==> config.mk <==
export PLATFORM = sky130hd
export DESIGN_NAME = param_seq_detector
export DESIGN_NICKNAME = d
export VERILOG_FILES = /design/src/rtl/seq_det_pkg.sv /design/src/rtl/seq_det_next.sv /design/src/rtl/param_seq_detector.sv
export SDC_FILE = /design/constraint.sdc
export NUM_CORES = 1
export LEC_CHECK = 0
export BUFFER_PORTS_ARGS = -buffer_cell sky130_fd_sc_hd__buf_4
export CAP_MARGIN = 20
export CORE_MARGIN = 2
export CORE_UTILIZATION = 37
export DETAILED_ROUTE_END_ITERATION = 7
export GPL_TIMING_DRIVEN = 0
export PLACE_DENSITY = 0.62
export SLEW_MARGIN = 20
export SYNTH_ARGS = -nofsm -noshare
export SYNTH_HDL_FRONTEND = slang
export SYNTH_SLANG_ARGS = --single-unit
==> constraint.sdc <==
create_clock -name clk -period 2.3 [get_ports clk]
set_input_delay 0.46 -clock clk [delete_from_list [all_inputs] [get_ports clk]]
set_output_delay 0.46 -clock clk [all_outputs]
set_load 0.05 [all_outputs]
==> src/rtl/seq_det_pkg.sv <==
// seq_det_pkg: shared limits, default reset pattern and state-width helper for the sequence detector
package seq_det_pkg;
    localparam int SEQ_LEN_MAX = 16;
    localparam logic [SEQ_LEN_MAX-1:0] PATTERN_RST_DEF = 16'b1100;
    function automatic int state_w(input int n);
        return (n > 1) ? $clog2(n) : 1;
    endfunction
endpackage

==> src/rtl/seq_det_next.sv <==
// seq_det_next: combinational KMP-style prefix search giving the match flag and next prefix state
module seq_det_next import seq_det_pkg::*; #(
    parameter int SEQ_LEN = 4,
    localparam int STATE_W = state_w(SEQ_LEN)
) (
    input  logic [SEQ_LEN-1:0] pattern,
    input  logic [STATE_W-1:0] state,
    input  logic               ip,
    input  logic               overlap,
    output logic               hit,
    output logic [STATE_W-1:0] next_state
);
    logic [SEQ_LEN-1:0] pat_rx;
    logic [SEQ_LEN-1:0] seen;
    logic [SEQ_LEN-1:0] window;
    logic               ok;
    int                 idx;
    assign hit = (state == STATE_W'(SEQ_LEN - 1)) && (ip == pattern[0]);
    // pattern in receive order: pat_rx[0] is the first bit on the wire
    always_comb begin
        for (int k = 0; k < SEQ_LEN; k++) pat_rx[k] = pattern[SEQ_LEN-1-k];
    end
    // consumed input as implied by the state: matched prefix followed by the current bit
    always_comb begin
        seen = '0;
        for (int k = 0; k < SEQ_LEN; k++)
            seen[k] = (k < int'(state)) ? pat_rx[k] : ((k == int'(state)) ? ip : 1'b0);
    end
    // longest proper prefix that is a suffix of seen; capping j below SEQ_LEN makes a full
    // match fall back to the pattern's own border, which is exactly the overlap restart point
    always_comb begin
        next_state = '0;
        ok = 1'b0;
        window = '0;
        idx = 0;
        for (int j = 1; j < SEQ_LEN; j++) begin
            idx = int'(state) + 1 - j;
            window = seen >> idx;
            ok = (j <= int'(state) + 1);
            for (int i = 0; i < j; i++) ok = ok && (window[i] == pat_rx[i]);
            if (ok) next_state = STATE_W'(j);
        end
        if (hit && !overlap) next_state = '0;
    end
endmodule

==> src/rtl/param_seq_detector.sv <==
// param_seq_detector: loadable-pattern Mealy serial sequence detector with saturating match counter
module param_seq_detector import seq_det_pkg::*; #(
    parameter int                 SEQ_LEN     = 4,
    parameter logic [SEQ_LEN-1:0] PATTERN_RST = SEQ_LEN'(PATTERN_RST_DEF),
    parameter int                 CNT_W       = 8,
    localparam int                STATE_W     = state_w(SEQ_LEN)
) (
    input  logic               clk,
    input  logic               reset,
    input  logic               en,
    input  logic               ip,
    input  logic               overlap,
    input  logic               load,
    input  logic [SEQ_LEN-1:0] pattern_in,
    input  logic               clr_cnt,
    output logic               op,
    output logic [STATE_W-1:0] state,
    output logic [CNT_W-1:0]   match_count
);
    logic [SEQ_LEN-1:0] pattern;
    logic               hit;
    logic [STATE_W-1:0] next_state;
    if (SEQ_LEN < 2 || SEQ_LEN > SEQ_LEN_MAX) begin : g_bad_len
        $error("SEQ_LEN out of range");
    end
    seq_det_next #(.SEQ_LEN(SEQ_LEN)) u_next (
        .pattern    (pattern),
        .state      (state),
        .ip         (ip),
        .overlap    (overlap),
        .hit        (hit),
        .next_state (next_state)
    );
    assign op = reset && en && !load && hit;
    // pattern and prefix state: reset beats load, load beats a sampled bit
    always_ff @(posedge clk) begin
        if (!reset) begin
            pattern <= PATTERN_RST;
            state   <= '0;
        end else if (load) begin
            pattern <= pattern_in;
            state   <= '0;
        end else if (en) begin
            state   <= next_state;
        end
    end
    // match counter: clear beats increment, and it sticks at all-ones
    always_ff @(posedge clk) begin
        if (!reset || clr_cnt) match_count <= '0;
        else if (op && match_count != '1) match_count <= match_count + 1'b1;
    end
endmodule
==> impl_summary.txt, run 1 <==
----------------------------------------------------
[Run status]
  Status ... finished with violations
  Failing checks ... negative setup slack

[Floorplan]
  DIE AREA ... 3913 um^2
  Die outline width ... 62.56 um
  Area of the core ... 3311 um^2
  Initial standard-cell utilization of the core ... 38.32%
  Boundary Pins ... 22
  Site row count ... 21
  Die Height ... 62.56 um

[Logic synthesis]
  Count of synthesis-stage warnings from yosys ... 0
  Number of synthesized flops with an enable pin ... 0
  Area of the mapped netlist ... 1269 um^2
  Number of distinct standard cells referenced by the synthesized netlist ... 49
  Post-synthesis average cell area ... 8.292 um^2
  Synthesized Nets ... 173
  Share of flip-flops with an asynchronous set or reset ... 0%
  Synthesis-stage register bit count ... 14
  Post-synth top flop ... sky130_fd_sc_hd__dfxtp_1
  Number of instances in the synthesized netlist ... 153
  Sequential fraction of the synthesis area ... 22.09%

[Placed design]
  Final GP Congestion ... 0.8388
  Setup slack after placement ... -227.4 ps
  HPWL after detailed placement ... 2219 um
  Number of buffers added on ports ... 19
  Cell area after placement ... 1476 um^2
  Placed cell count ... 218

[Routing]
  Post-detailed-route via-to-cell ratio ... 5.591
  Residual DRC count ... 0
  Total wire length ... 3450 um
  Drt pass-1 iters ... 4
  Residual antenna-violating net count after detailed routing ... 0
  DRC violation total after the first TritonRoute iteration ... 46
  Total via count in the routed design ... 1,297
  Average wire per cell in the routed design ... 14.87 um

[Clocking]
  CTS H-Tree Depth ... 1
  Clock slew seen by the registers of the worst setup and hold paths ... 90 ps
  Root Driver ... sky130_fd_sc_hd__clkbuf_4
  TritonCTS clock tree ... built
  Source-to-sink clock delay at the later pin of the worst-skew pair ... 280 ps
  CTS Sinks ... 14
  Number of hold buffers added after cts ... 0
  Maximum buffer depth of the clock tree ... 2
  Cts bufs inserted ... 3

[Layout]
  Post-layout nets ... 207
  Layout Cell Area excl Fill ... 1752 um^2
  Sequential cell area in the final layout ... 287.8 um^2
  Number of non-filler instances in the completed layout ... 232
  Layout area overhead ... 38.07%
  Fill cell instance count of the final layout ... 308
  Combined area of the multi-input logic cells ... 1040 um^2
  Share of cells above drive strength 1 ... 38.17%
  Diodes inserted ... 0

[STA]
  Shortest clock period the worst path allows after layout ... 2329 ps
  Setup slack of the critical path after layout ... -29.06 ps
  Relative slew slack ... 67.50%
  Max frequency ... 429.4 MHz
  Post-route clock skew ... 6.516 ps
  Unrepaired setup endpoints after global routing ... yes
  Final setup violation count ... 2
  Fraction of the cycle the final worst path needs ... 101.3%
  Measured slew at the worst slew-check pin ... 487.4 ps
  Setup Total Neg Slack ... -37.78 ps
  Number of hold-slack violations in the final timing report ... 0
  Final Slew Violations ... 0

[Pwr]
  Peak supply drop ... 246.6 uV
  Net switching share of the total power ... 29.88%
  Power share of the sequential group ... 47.9%
  Internal portion of total power ... 368.8 uW
  Combinational Power Share ... 24.7%
  Leakage component of the power ... 0.7311 nW
  Power density over cell area ... 300.3 nW/um^2
  Total power of the final layout ... 526.0 uW
  Clk network pwr share ... 27.4%
  Net load switching power ... 157.2 uW

[Worst setup path]
  Worst path bufs/invs ... 2
  Category of the most critical setup path ... reg -> reg
  CP Capture Type ... flop
  Data arrival time of the critical path ... 2500 ps
  Kind of launch point of the worst setup path ... flop
  Slowest cell on the critical path ... sky130_fd_sc_hd__dfxtp_4
  Crit path required time ... 2470 ps
  Highest fanout seen on the critical path ... 10
  Crit path largest cell delay ... 400 ps
  CP cell instances ... clkinvlp_4, ha_4, clkbuf_8, a21oi_1, a221oi_2, a211o_1, a32oi_2, nand3b_1, o21ai_2
  Top delay family on crit path ... compound AO/OA/AOI/OAI gates

[Global route]
  Wire length of the first global-routing pass ... 5271 um
  Total Routing Usage GR ... 16.17%
  Maximum number of pins on one net before global-route repair ... 13
  Global route overflow ... 0
  Vias in the first global route ... 1,171
  Initial antenna violation count ... 0

[Job]
  Number of max-cap violations ... 0

[Hold path]
  Class of the most critical hold timing path ... in -> reg

----------------------------------------------------
## layout make-up
cell class,instances,share of cell area [%]
buffer,7,3.143
tap,46,3.286
clock inverter,1,0.2143
timing repair buffer,29,13.36
clock buffer,3,1.286
multi-input combinational,120,59.36
inverter,12,2.929
sequential,14,16.43
## synthesized netlist by cell type, drive strengths merged (3+ instances only)
master,count,share of area [%]
and3,4,2.0
xor2,6,4.1
a211o,3,2.2
nand2,13,4.4
dfxtp,14,22
nand3,3,1.2
mux2i,6,4.7
a22oi,3,1.8
nor2b,3,1.5
buf,4,2.7
ha,9,8.9
a211oi,3,1.8
inv,12,3.6
a21oi,8,3.2
o211ai,4,2.4
nand3b,4,3.6
clkbuf,3,1.7
o21ai,3,1.5
nor2,15,4.4
nand4,4,2.0
xnor2,4,2.8
## flip-flops by register name (all words and copies together) (netlist names)
signal,count
match_count,8
pattern,4
state,2
## power groups by stage
stage / logic (mW) / registers [mW] / clock network, mW
finish: 0.130 / 0.252 / 0.144
global route: 0.139 / 0.253 / 0.164
CTS: 0.116 / 0.251 / 0.151
detailed placement: 0.0997 / 0.258 / 0
global placement: 0.0990 / 0.258 / 0
floorplan: 0.0687 / 0.259 / 0
## per-stage QoR
step | utilization [%] | hold slack [ps]
6_report | 52.91 | 377.3
2_1_floorplan | - | 504.3
3_3_place_gp | 44.60 | 513.6
5_1_grt | 52.91 | 387.5
3_5_place_dp | 44.60 | 534.9
4_1_cts | 48.53 | 373.2
## logic make-up after synthesis
group | count (synthesis) | share of synthesized area [%]
AND/OR/NAND/NOR | 60 | 28.20
buffers and inverters | 19 | 7.889
AO/OA/AOI/OAI | 34 | 20.42
flip-flops | 14 | 22.09
adder cells (fa/ha/maj) | 9 | 8.876
XOR/XNOR | 10 | 6.903
multiplexers | 7 | 5.621
## cells in the final DEF, fill, tap and decap left out, types with 3 or more instances in the layout
master / instances
sky130_fd_sc_hd__buf_4: 28
sky130_fd_sc_hd__nor2_1: 15
sky130_fd_sc_hd__nand2_1: 12
sky130_fd_sc_hd__dfxtp_1: 12
sky130_fd_sc_hd__inv_1: 8
sky130_fd_sc_hd__xor2_1: 6
sky130_fd_sc_hd__mux2i_1: 6
sky130_fd_sc_hd__a21oi_1: 6
sky130_fd_sc_hd__ha_4: 5
sky130_fd_sc_hd__o211ai_1: 4
sky130_fd_sc_hd__nand4_1: 4
sky130_fd_sc_hd__xnor2_1: 4
sky130_fd_sc_hd__and3_1: 4
sky130_fd_sc_hd__nor2b_1: 3
sky130_fd_sc_hd__nand3_1: 3
sky130_fd_sc_hd__buf_6: 3
sky130_fd_sc_hd__ha_1: 3
sky130_fd_sc_hd__clkbuf_4: 3
## timing repair
item / 4_1_cts / 5_1_grt
setup buffers: 4 / 6
endpoints found under the setup margin: 2 / 2
gates resized for setup: 11 / 23
pin swaps: 3 / 18
## worst register-to-register path: cells and delay by family (launching register included)
kind | cells | cell delay (ps)
AO/OA/AOI/OAI | 5 | 970
flip-flops | 1 | 400
buffers and inverters | 2 | 380
adder cells (fa/ha/maj) | 1 | 310
AND/OR/NAND/NOR | 1 | 160
## per-layer routing
layer / up-vias / wire (um) / global-route usage [%]
met5: - / 0 / 0
met1: 612 / 1528 / 21.57
met3: 12 / 167 / 2.162
met4: 0 / 76 / 7.500
met2: 52 / 1678 / 25.81
li1: 621 / - / -
## worst paths after layout
path	from	end	slack, ps	cells after the start
max	state[0]$_SDFFE_PP0P_	state[0]$_SDFFE_PP0P_	-30	9
min	reset	pattern[2]$_SDFFE_PN1P_	380	2
max reg2reg	state[0]$_SDFFE_PP0P_	state[0]$_SDFFE_PP0P_	-30	9
min reg2reg	pattern[0]$_SDFFE_PN0P_	pattern[0]$_SDFFE_PN0P_	540	2
(Power assumes the default switching activity.)
==> run 2: changes to the inputs <==
--- a/config.mk
+++ b/config.mk
@@ -5,13 +5,14 @@
 export SDC_FILE = /design/constraint.sdc
 export NUM_CORES = 1
 export LEC_CHECK = 0
+export ABC_AREA = 1
 export BUFFER_PORTS_ARGS = -buffer_cell sky130_fd_sc_hd__buf_4
 export CAP_MARGIN = 20
 export CORE_MARGIN = 2
 export CORE_UTILIZATION = 37
 export DETAILED_ROUTE_END_ITERATION = 7
 export GPL_TIMING_DRIVEN = 0
-export PLACE_DENSITY = 0.62
+export PLACE_DENSITY = 0.63
 export SLEW_MARGIN = 20
 export SYNTH_ARGS = -nofsm -noshare
 export SYNTH_HDL_FRONTEND = slang
==> impl_summary.txt, run 2 <==
----------------------------------------------------
[Floorplan]
  DIE AREA ... 3450 um^2 (was 3913 um^2)
  Initial standard-cell utilization of the core ... 39.52% (was 38.32%)
  Die Height ... 58.74 um (was 62.56 um)
  Boundary Pins ... 22 (unchanged)
  Die outline width ... 58.74 um (was 62.56 um)
  Site row count ... 19 (was 21)
  Area of the core ... 2805 um^2 (was 3311 um^2)

[Layout]
  Number of non-filler instances in the completed layout ... 233 (was 232)
  Largest register FFs ... 8 (unchanged)
  Diodes inserted ... 0 (unchanged)
  Largest registers ... match_count (8), pattern (4), state (2) (unchanged)
  Commonest non-fill, non-tap cell in the layout ... sky130_fd_sc_hd__nand2_1 (was sky130_fd_sc_hd__buf_4)
  Commonest cells after routing, fill and taps aside ... sky130_fd_sc_hd__nand2_1 (52), sky130_fd_sc_hd__buf_4 (24), sky130_fd_sc_hd__inv_1 (22), sky130_fd_sc_hd__nand3_1 (18), sky130_fd_sc_hd__a21oi_1 (14) (was sky130_fd_sc_hd__buf_4 (28), sky130_fd_sc_hd__nor2_1 (15), sky130_fd_sc_hd__nand2_1 (12), sky130_fd_sc_hd__dfxtp_1 (12), sky130_fd_sc_hd__inv_1 (8))
  Share of cells above drive strength 1 ... 23.76% (was 38.17%)
  Most flops, register ... match_count (unchanged)
  Layout Cell Area excl Fill ... 1423 um^2 (was 1752 um^2)
  Post-layout nets ... 223 (was 207)
  Layout area overhead ... 28.33% (was 38.07%)
  Final Core Density ... 50.71% (was 52.91%)

[Run status]
  Status ... complete, no violations (was finished with violations)

[Global route]
  Wire length of the first global-routing pass ... 4312 um (was 5271 um)
  Vias in the first global route ... 1,012 (was 1,171)
  Global route overflow ... 0 (unchanged)
  Total Routing Usage GR ... 16.09% (was 16.17%)
  Initial antenna violation count ... 0 (unchanged)
  Maximum number of pins on one net before global-route repair ... 11 (was 13)

[STA]
  Max frequency ... 471.8 MHz (was 429.4 MHz)
  Unrepaired setup endpoints after global routing ... no (was yes)
  Setup Total Neg Slack ... 0 ps (was -37.78 ps)
  Post-route clock skew ... 6.263 ps (was 6.516 ps)
  Number of hold-slack violations in the final timing report ... 0 (unchanged)
  Worst hold slack across all endpoints ... 385.3 ps (was 377.3 ps)
  Final setup violation count ... 0 (was 2)
  Shortest clock period the worst path allows after layout ... 2120 ps (was 2329 ps)
  Relative slew slack ... 73.42% (was 67.50%)
  Final Slew Violations ... 0 (unchanged)
  Fraction of the cycle the final worst path needs ... 92.15% (was 101.3%)
  Measured slew at the worst slew-check pin ... 397.2 ps (was 487.4 ps)
  Setup slack of the critical path after layout ... 180.5 ps (was -29.06 ps)

[Logic synthesis]
  Library cell with the highest instance count after synthesis ... sky130_fd_sc_hd__nand2_1 (was sky130_fd_sc_hd__nor2_1)
  Top area cells in the synthesized netlist ... sky130_fd_sc_hd__dfxtp_1 (25%), sky130_fd_sc_hd__nand2_1 (18%), sky130_fd_sc_hd__ha_1 (10%), sky130_fd_sc_hd__nand3_1 (8.1%), sky130_fd_sc_hd__inv_1 (7.4%) (was sky130_fd_sc_hd__dfxtp_1 (22%), sky130_fd_sc_hd__ha_1 (8.9%), sky130_fd_sc_hd__mux2i_1 (4.7%), sky130_fd_sc_hd__nor2_1 (4.4%), sky130_fd_sc_hd__xor2_1 (4.1%))
  Sequential fraction of the synthesis area ... 25.28% (was 22.09%)
  Number of instances in the synthesized netlist ... 174 (was 153)
  Number of synthesized flops with an enable pin ... 0 (unchanged)
  Post-synthesis average cell area ... 6.371 um^2 (was 8.292 um^2)
  Largest area contributor in the synthesized netlist ... sky130_fd_sc_hd__dfxtp_1 (unchanged)
  Fraction of post-synthesis cell area in the top cell type by area ... 25.28% (was 22.09%)
  Share of flip-flops with an asynchronous set or reset ... 0% (unchanged)
  Synthesized Nets ... 194 (was 173)
  Count of synthesis-stage warnings from yosys ... 0 (unchanged)
  Number of distinct standard cells referenced by the synthesized netlist ... 23 (was 49)
  Post-synth top flop ... sky130_fd_sc_hd__dfxtp_1 (unchanged)
  Area of the mapped netlist ... 1109 um^2 (was 1269 um^2)
  Ranking of synthesized cells by instance count ... sky130_fd_sc_hd__nand2_1 (52), sky130_fd_sc_hd__inv_1 (22), sky130_fd_sc_hd__nand3_1 (18), sky130_fd_sc_hd__a21oi_1 (14), sky130_fd_sc_hd__dfxtp_1 (14) (was sky130_fd_sc_hd__nor2_1 (15), sky130_fd_sc_hd__dfxtp_1 (14), sky130_fd_sc_hd__inv_1 (12), sky130_fd_sc_hd__nand2_1 (12), sky130_fd_sc_hd__ha_1 (9))
  Synthesis-stage register bit count ... 14 (unchanged)

[Clocking]
  Cts bufs inserted ... 3 (unchanged)
  TritonCTS clock tree ... built (unchanged)
  Root Driver ... sky130_fd_sc_hd__clkbuf_4 (unchanged)
  CTS Sinks ... 14 (unchanged)
  Source-to-sink clock delay at the later pin of the worst-skew pair ... 290 ps (was 280 ps)
  Number of hold buffers added after cts ... 0 (unchanged)
  Clock slew seen by the registers of the worst setup and hold paths ... 90 ps (about the same)
  Maximum buffer depth of the clock tree ... 2 (unchanged)
  CTS H-Tree Depth ... 1 (unchanged)

[Worst setup path]
  CP Capture Type ... primary output (was flop)
  Category of the most critical setup path ... reg -> out (was reg -> reg)
  Crit path required time ... 1840 ps (was 2470 ps)
  Worst reg2reg path depth ... 15 (was 9)
  Reg-to-reg slack, setup ... 250 ps (was -30 ps)
  Capture point of the worst reg-to-reg path ... state[0]$_SDFFE_PP0P_ (unchanged)
  Reg-to-Reg Start ... state[0]$_SDFFE_PP0P_ (unchanged)
  Data arrival time of the critical path ... 1660 ps (was 2500 ps)
  Kind of launch point of the worst setup path ... flop (unchanged)
  Highest fanout seen on the critical path ... 6 (was 10)

[Hold path]
  Hold-critical path endpoint ... pattern[3]$_SDFFE_PN1P_ (was pattern[2]$_SDFFE_PN1P_)
  Count of cells along the worst hold path ... 3 (was 2)
  HP Start ... pattern_in[3] (was reset)
  Class of the most critical hold timing path ... in -> reg (unchanged)

[Routing]
  Residual DRC count ... 0 (unchanged)
  Total wire length ... 2556 um (was 3450 um)
  DRC violation total after the first TritonRoute iteration ... 60 (was 46)
  Post-detailed-route via-to-cell ratio ... 5.017 (was 5.591)
  Total via count in the routed design ... 1,169 (was 1,297)
  Average wire per cell in the routed design ... 10.97 um (was 14.87 um)
  Drt pass-1 iters ... 4 (unchanged)
  Residual antenna-violating net count after detailed routing ... 0 (unchanged)

[Placed design]
  HPWL after detailed placement ... 1973 um (was 2219 um)
  Number of buffers added on ports ... 21 (was 19)
  Cell area after placement ... 1310 um^2 (was 1476 um^2)
  Final GP Congestion ... 0.8020 (was 0.8388)
  Placed cell count ... 226 (was 218)
  Setup slack after placement ... -16.35 ps (was -227.4 ps)

[Pwr]
  Peak supply drop ... 243.3 uV (was 246.6 uV)
  Power density over cell area ... 375.8 nW/um^2 (was 300.3 nW/um^2)
  Total power of the final layout ... 534.6 uW (was 526.0 uW)
  Leakage component of the power ... 0.6893 nW (was 0.7311 nW)

[Job]
  Number of max-cap violations ... 0 (unchanged)

----------------------------------------------------
==> run 2: critical path: stages (launching register included) <==
cell and delay (ps):
sky130_fd_sc_hd__dfxtp_4 410, sky130_fd_sc_hd__ha_1 270, sky130_fd_sc_hd__nand3_4 100, sky130_fd_sc_hd__nor3_4 330
sky130_fd_sc_hd__buf_4 260
==> run 2: logic make-up (layout without fill, tap and decap cells) <==
logic type / count (synthesis) / count (layout) / share of synthesized area (%)
AO/OA/AOI/OAI: 26 / 26 / 12.64
XOR/XNOR: 1 / 1 / 0.7902
adder cells (fa/ha/maj): 9 / 9 / 10.16
buffers and inverters: 30 / 58 / 10.27
flip-flops: 14 / 14 / 25.28
AND/OR/NAND/NOR: 94 / 94 / 40.86
==> run 2: metal layers <==
layer,global-route usage (%),up-vias,routed length (um)
li1,-,615,-
met5,0,-,0
met1,23.04,521,1286
met2,24.29,28,1140
met4,6.818,0,42
met3,1.978,5,87
==> run 2: power breakdown <==
part / internal [mW] / switching, mW / leakage (nW)
Combinational: 0.0457 / 0.0562 / 0.553
Clock: 0.0965 / 0.0832 / 0.0210
Sequential: 0.246 / 0.00644 / 0.115
==> run 2: cell type report <==
cell class	count	area, um^2
clock buffer	4	36.28
tap	31	38.79
buffer	1	11.26
sequential	14	287.8
multi-input combinational	130	757.0
inverter	29	111.4
timing repair buffer	24	180.2
fill	283	1383
==> run 2: worst max path at each step <==
stage | start | to
2_1_floorplan | state[0]$_SDFFE_PP0P_ | match_count[7]$_SDFFE_PP0P_
3_3_place_gp | state[0]$_SDFFE_PP0P_ | state[1]$_SDFFE_PP0P_
3_5_place_dp | state[0]$_SDFFE_PP0P_ | state[1]$_SDFFE_PP0P_
4_1_cts | state[0]$_SDFFE_PP0P_ | state[1]$_SDFFE_PP0P_
5_1_grt | state[0]$_SDFFE_PP0P_ | state[1]$_SDFFE_PP0P_
6_report | state[0]$_SDFFE_PP0P_ | op
==> run 2: what timing repair did <==
action                     CTS  global route
hold endpoints to repair     0             0
pin swaps                    0             1
setup buffers                0             3
resized for setup            1             9
setup endpoints to repair    2             2
==> run 3: changes to the inputs <==
--- a/config.mk
+++ b/config.mk
@@ -5,14 +5,14 @@
 export SDC_FILE = /design/constraint.sdc
 export NUM_CORES = 1
 export LEC_CHECK = 0
-export ABC_AREA = 1
+export ABC_AREA = 0
 export BUFFER_PORTS_ARGS = -buffer_cell sky130_fd_sc_hd__buf_4
 export CAP_MARGIN = 20
 export CORE_MARGIN = 2
 export CORE_UTILIZATION = 37
 export DETAILED_ROUTE_END_ITERATION = 7
 export GPL_TIMING_DRIVEN = 0
-export PLACE_DENSITY = 0.63
+export PLACE_DENSITY = 0.6
 export SLEW_MARGIN = 20
 export SYNTH_ARGS = -nofsm -noshare
 export SYNTH_HDL_FRONTEND = slang
==> constraint.sdc (replaced) <==
create_clock -name clk -period 2.35 [get_ports clk]
set_input_delay 0.47 -clock clk [delete_from_list [all_inputs] [get_ports clk]]
set_output_delay 0.47 -clock clk [all_outputs]
set_load 0.05 [all_outputs]
==> impl_summary.txt, run 3 (synthesized netlist as in run 1, its figures left out) <==
----------------------------------------------------
[Floorplan]
  Die outline width ... 62.56 um (was 58.74 um)
  Boundary Pins ... 22 (unchanged)
  DIE AREA ... 3913 um^2 (was 3450 um^2)
  Site row count ... 21 (was 19)
  Initial standard-cell utilization of the core ... 38.32% (was 39.52%)
  Die Height ... 62.56 um (was 58.74 um)
  Area of the core ... 3311 um^2 (was 2805 um^2)

[Pwr]
  Combinational Power Share ... 23.3% (was 19.1%)
  Power density over cell area ... 298.8 nW/um^2 (was 375.8 nW/um^2)
  Leakage component of the power ... 0.7001 nW (was 0.6893 nW)
  Net load switching power ... 145.7 uW (was 145.9 uW)
  Net switching share of the total power ... 29.10% (was 27.29%)
  Power share of the sequential group ... 49.1% (was 47.3%)
  Clk network pwr share ... 27.7% (was 33.6%)
  Peak supply drop ... 279.0 uV (was 243.3 uV)
  Internal portion of total power ... 354.9 uW (was 388.7 uW)

[Clocking]
  Source-to-sink clock delay at the later pin of the worst-skew pair ... 280 ps (was 290 ps)
  Root Driver ... sky130_fd_sc_hd__clkbuf_4 (unchanged)
  Maximum buffer depth of the clock tree ... 2 (unchanged)
  CTS Sinks ... 14 (unchanged)
  Clock slew seen by the registers of the worst setup and hold paths ... 90 ps (about the same)
  Cts bufs inserted ... 3 (unchanged)
  CTS H-Tree Depth ... 1 (unchanged)
  TritonCTS clock tree ... built (unchanged)

[Global route]
  Initial antenna violation count ... 0 (unchanged)
  Wire length of the first global-routing pass ... 5244 um (was 4312 um)
  Vias in the first global route ... 1,135 (was 1,012)
  Maximum number of pins on one net before global-route repair ... 13 (was 11)
  Total Routing Usage GR ... 16.00% (was 16.09%)
  Global route overflow ... 0 (unchanged)

[STA]
  Post-route clock skew ... 9.424 ps (was 6.263 ps)
  Relative slew slack ... 73.23% (was 73.42%)
  Measured slew at the worst slew-check pin ... 401.6 ps (was 397.2 ps)
  Worst hold slack across all endpoints ... 399.6 ps (was 385.3 ps)
  Setup Total Neg Slack ... 0 ps (unchanged)
  Max frequency ... 443.2 MHz
  Number of hold-slack violations in the final timing report ... 0 (unchanged)
  Fraction of the cycle the final worst path needs ... 96.01%
  Final setup violation count ... 0 (unchanged)
  Final Slew Violations ... 0 (unchanged)
  Shortest clock period the worst path allows after layout ... 2256 ps
  Unrepaired setup endpoints after global routing ... yes (was no)
  Setup slack of the critical path after layout ... 93.74 ps (was 180.5 ps)

[Placed design]
  Setup slack after placement ... -185.7 ps (was -16.35 ps)
  Final GP Congestion ... 0.8504 (was 0.8020)
  Cell area after placement ... 1476 um^2 (was 1310 um^2)
  Number of buffers added on ports ... 19 (was 21)
  HPWL after detailed placement ... 2263 um (was 1973 um)

[Job]
  Number of max-cap violations ... 0 (unchanged)

[Worst setup path]
  Reg-to-Reg Start ... state[0]$_SDFFE_PP0P_ (unchanged)
  Worst reg2reg path depth ... 10 (was 15)
  Reg-to-reg slack, setup ... 90 ps (was 250 ps)
  Highest fanout seen on the critical path ... 7 (was 6)
  Crit path required time ... 2530 ps (was 1840 ps)
  Kind of launch point of the worst setup path ... flop (unchanged)
  Data arrival time of the critical path ... 2430 ps (was 1660 ps)
  Capture point of the worst reg-to-reg path ... state[1]$_SDFFE_PP0P_ (was state[0]$_SDFFE_PP0P_)
  Category of the most critical setup path ... reg -> reg (was reg -> out)
  CP Capture Type ... flop (was primary output)

[Layout]
  Combined area of the multi-input logic cells ... 992.2 um^2 (was 757.0 um^2)
  Diodes inserted ... 0 (unchanged)
  Share of cells above drive strength 1 ... 31.15% (was 23.76%)
  Largest register FFs ... 8 (unchanged)
  Commonest cells after routing, fill and taps aside ... sky130_fd_sc_hd__buf_4 (26), sky130_fd_sc_hd__nor2_1 (15), sky130_fd_sc_hd__nand2_1 (12), sky130_fd_sc_hd__dfxtp_1 (12), sky130_fd_sc_hd__inv_1 (11) (was sky130_fd_sc_hd__nand2_1 (52), sky130_fd_sc_hd__buf_4 (24), sky130_fd_sc_hd__inv_1 (22), sky130_fd_sc_hd__nand3_1 (18), sky130_fd_sc_hd__a21oi_1 (14))
  Post-layout nets ... 204 (was 223)
  Layout Cell Area excl Fill ... 1675 um^2 (was 1423 um^2)
  Final Core Density ... 50.60% (was 50.71%)
  Sequential cell area in the final layout ... 287.8 um^2 (unchanged)
  Largest registers ... match_count (8), pattern (4), state (2) (unchanged)
  Commonest non-fill, non-tap cell in the layout ... sky130_fd_sc_hd__buf_4 (was sky130_fd_sc_hd__nand2_1)
  Layout area overhead ... 32.05% (was 28.33%)
  Most flops, register ... match_count (unchanged)
  Fill cell instance count of the final layout ... 329 (was 283)

[Hold path]
  Hold-critical path endpoint ... pattern[2]$_SDFFE_PN1P_ (was pattern[3]$_SDFFE_PN1P_)
  Class of the most critical hold timing path ... in -> reg (unchanged)
  HP Start ... reset (was pattern_in[3])
  Count of cells along the worst hold path ... 2 (was 3)

[Routing]
  Average wire per cell in the routed design ... 13.74 um (was 10.97 um)
  Drt pass-1 iters ... 4 (unchanged)
  DRC violation total after the first TritonRoute iteration ... 61 (was 60)
  Residual antenna-violating net count after detailed routing ... 0 (unchanged)
  Total wire length ... 3147 um (was 2556 um)
  Residual DRC count ... 0 (unchanged)
  Total via count in the routed design ... 1,238 (was 1,169)
  Post-detailed-route via-to-cell ratio ... 5.406 (was 5.017)

[Run status]
  Status ... complete, no violations (unchanged)

----------------------------------------------------
## run 3: changes by cell type in the layout (fill, tap and decap cells not counted), sizes merged, moves of 6 or more
cell	before	now
nand3	20	3
xor2	0	6
inv	29	11
o21ai	9	3
nand2	54	13
a21oi	14	8
mux2i	0	6
## run 3: worst max-delay path: stages, from the launching register on
cell and delay, ps:
sky130_fd_sc_hd__dfxtp_4 390, sky130_fd_sc_hd__buf_4 120, sky130_fd_sc_hd__ha_4 180, sky130_fd_sc_hd__inv_1 80, sky130_fd_sc_hd__ha_4 290, sky130_fd_sc_hd__inv_1 100, sky130_fd_sc_hd__or3_1 360, sky130_fd_sc_hd__a32oi_1 260
sky130_fd_sc_hd__nor4_4 80, sky130_fd_sc_hd__a211oi_2 220, sky130_fd_sc_hd__nor2_1 60
## run 3: how the worst max path moves through the flow
| stage | start | endpoint | slack, ps | cells after the start |
|---|---|---|---|---|
| after global placement | state[0]$_SDFFE_PP0P_ | state[0]$_SDFFE_PP0P_ | -150 | 9 |
| final | state[0]$_SDFFE_PP0P_ | state[1]$_SDFFE_PP0P_ | 90 | 10 |
| after global routing | state[0]$_SDFFE_PP0P_ | state[1]$_SDFFE_PP0P_ | -50 | 10 |
| after detailed placement | state[0]$_SDFFE_PP0P_ | state[0]$_SDFFE_PP0P_ | -190 | 9 |
| after CTS | state[0]$_SDFFE_PP0P_ | state[0]$_SDFFE_PP0P_ | -5 | 9 |
| after floorplan | state[1]$_SDFFE_PP0P_ | state[1]$_SDFFE_PP0P_ | 70 | 9 |
## run 3: layout make-up
| type | instances | share of cell area (%) |
|---|---|---|
| buffer | 7 | 3.286 |
| sequential | 14 | 17.18 |
| tap | 46 | 3.435 |
| clock inverter | 1 | 0.2240 |
| timing repair buffer | 26 | 12.40 |
| clock buffer | 3 | 1.344 |
| inverter | 12 | 2.913 |
| multi-input combinational | 120 | 59.22 |
## run 3: timing repair
action                                  4_1_cts  5_1_grt
buffers inserted                              3        4
resized for setup                             7       11
pin swaps                                     0        5
endpoints found under the setup margin        2        2
hold buffers                                  0        0
## run 3: power by group through the flow
stage | sequential, mW | combinational (mW) | clock [mW]
floorplan | 0.253 | 0.0672 | 0
global placement | 0.252 | 0.0971 | 0
detailed placement | 0.252 | 0.0974 | 0
CTS | 0.248 | 0.104 | 0.144
global route | 0.246 | 0.126 | 0.160
finish | 0.246 | 0.117 | 0.138
## run 3: routing by layer
layer / vias up / track usage, % / part of all wire, %
li1: 613 / - / -
met1: 577 / 21.74 / 45
met2: 42 / 26.08 / 49
met3: 6 / 2.342 / 4.5
met4: 0 / 5.000 / 1.3
met5: - / 0 / 0
## run 3: through the flow
step	instances	total power [mW]
after floorplan	153	0.3207
after global placement	218	0.3493
after detailed placement	218	0.3497
after CTS	225	0.4962
after global routing	229	0.5327
final	229	0.5006
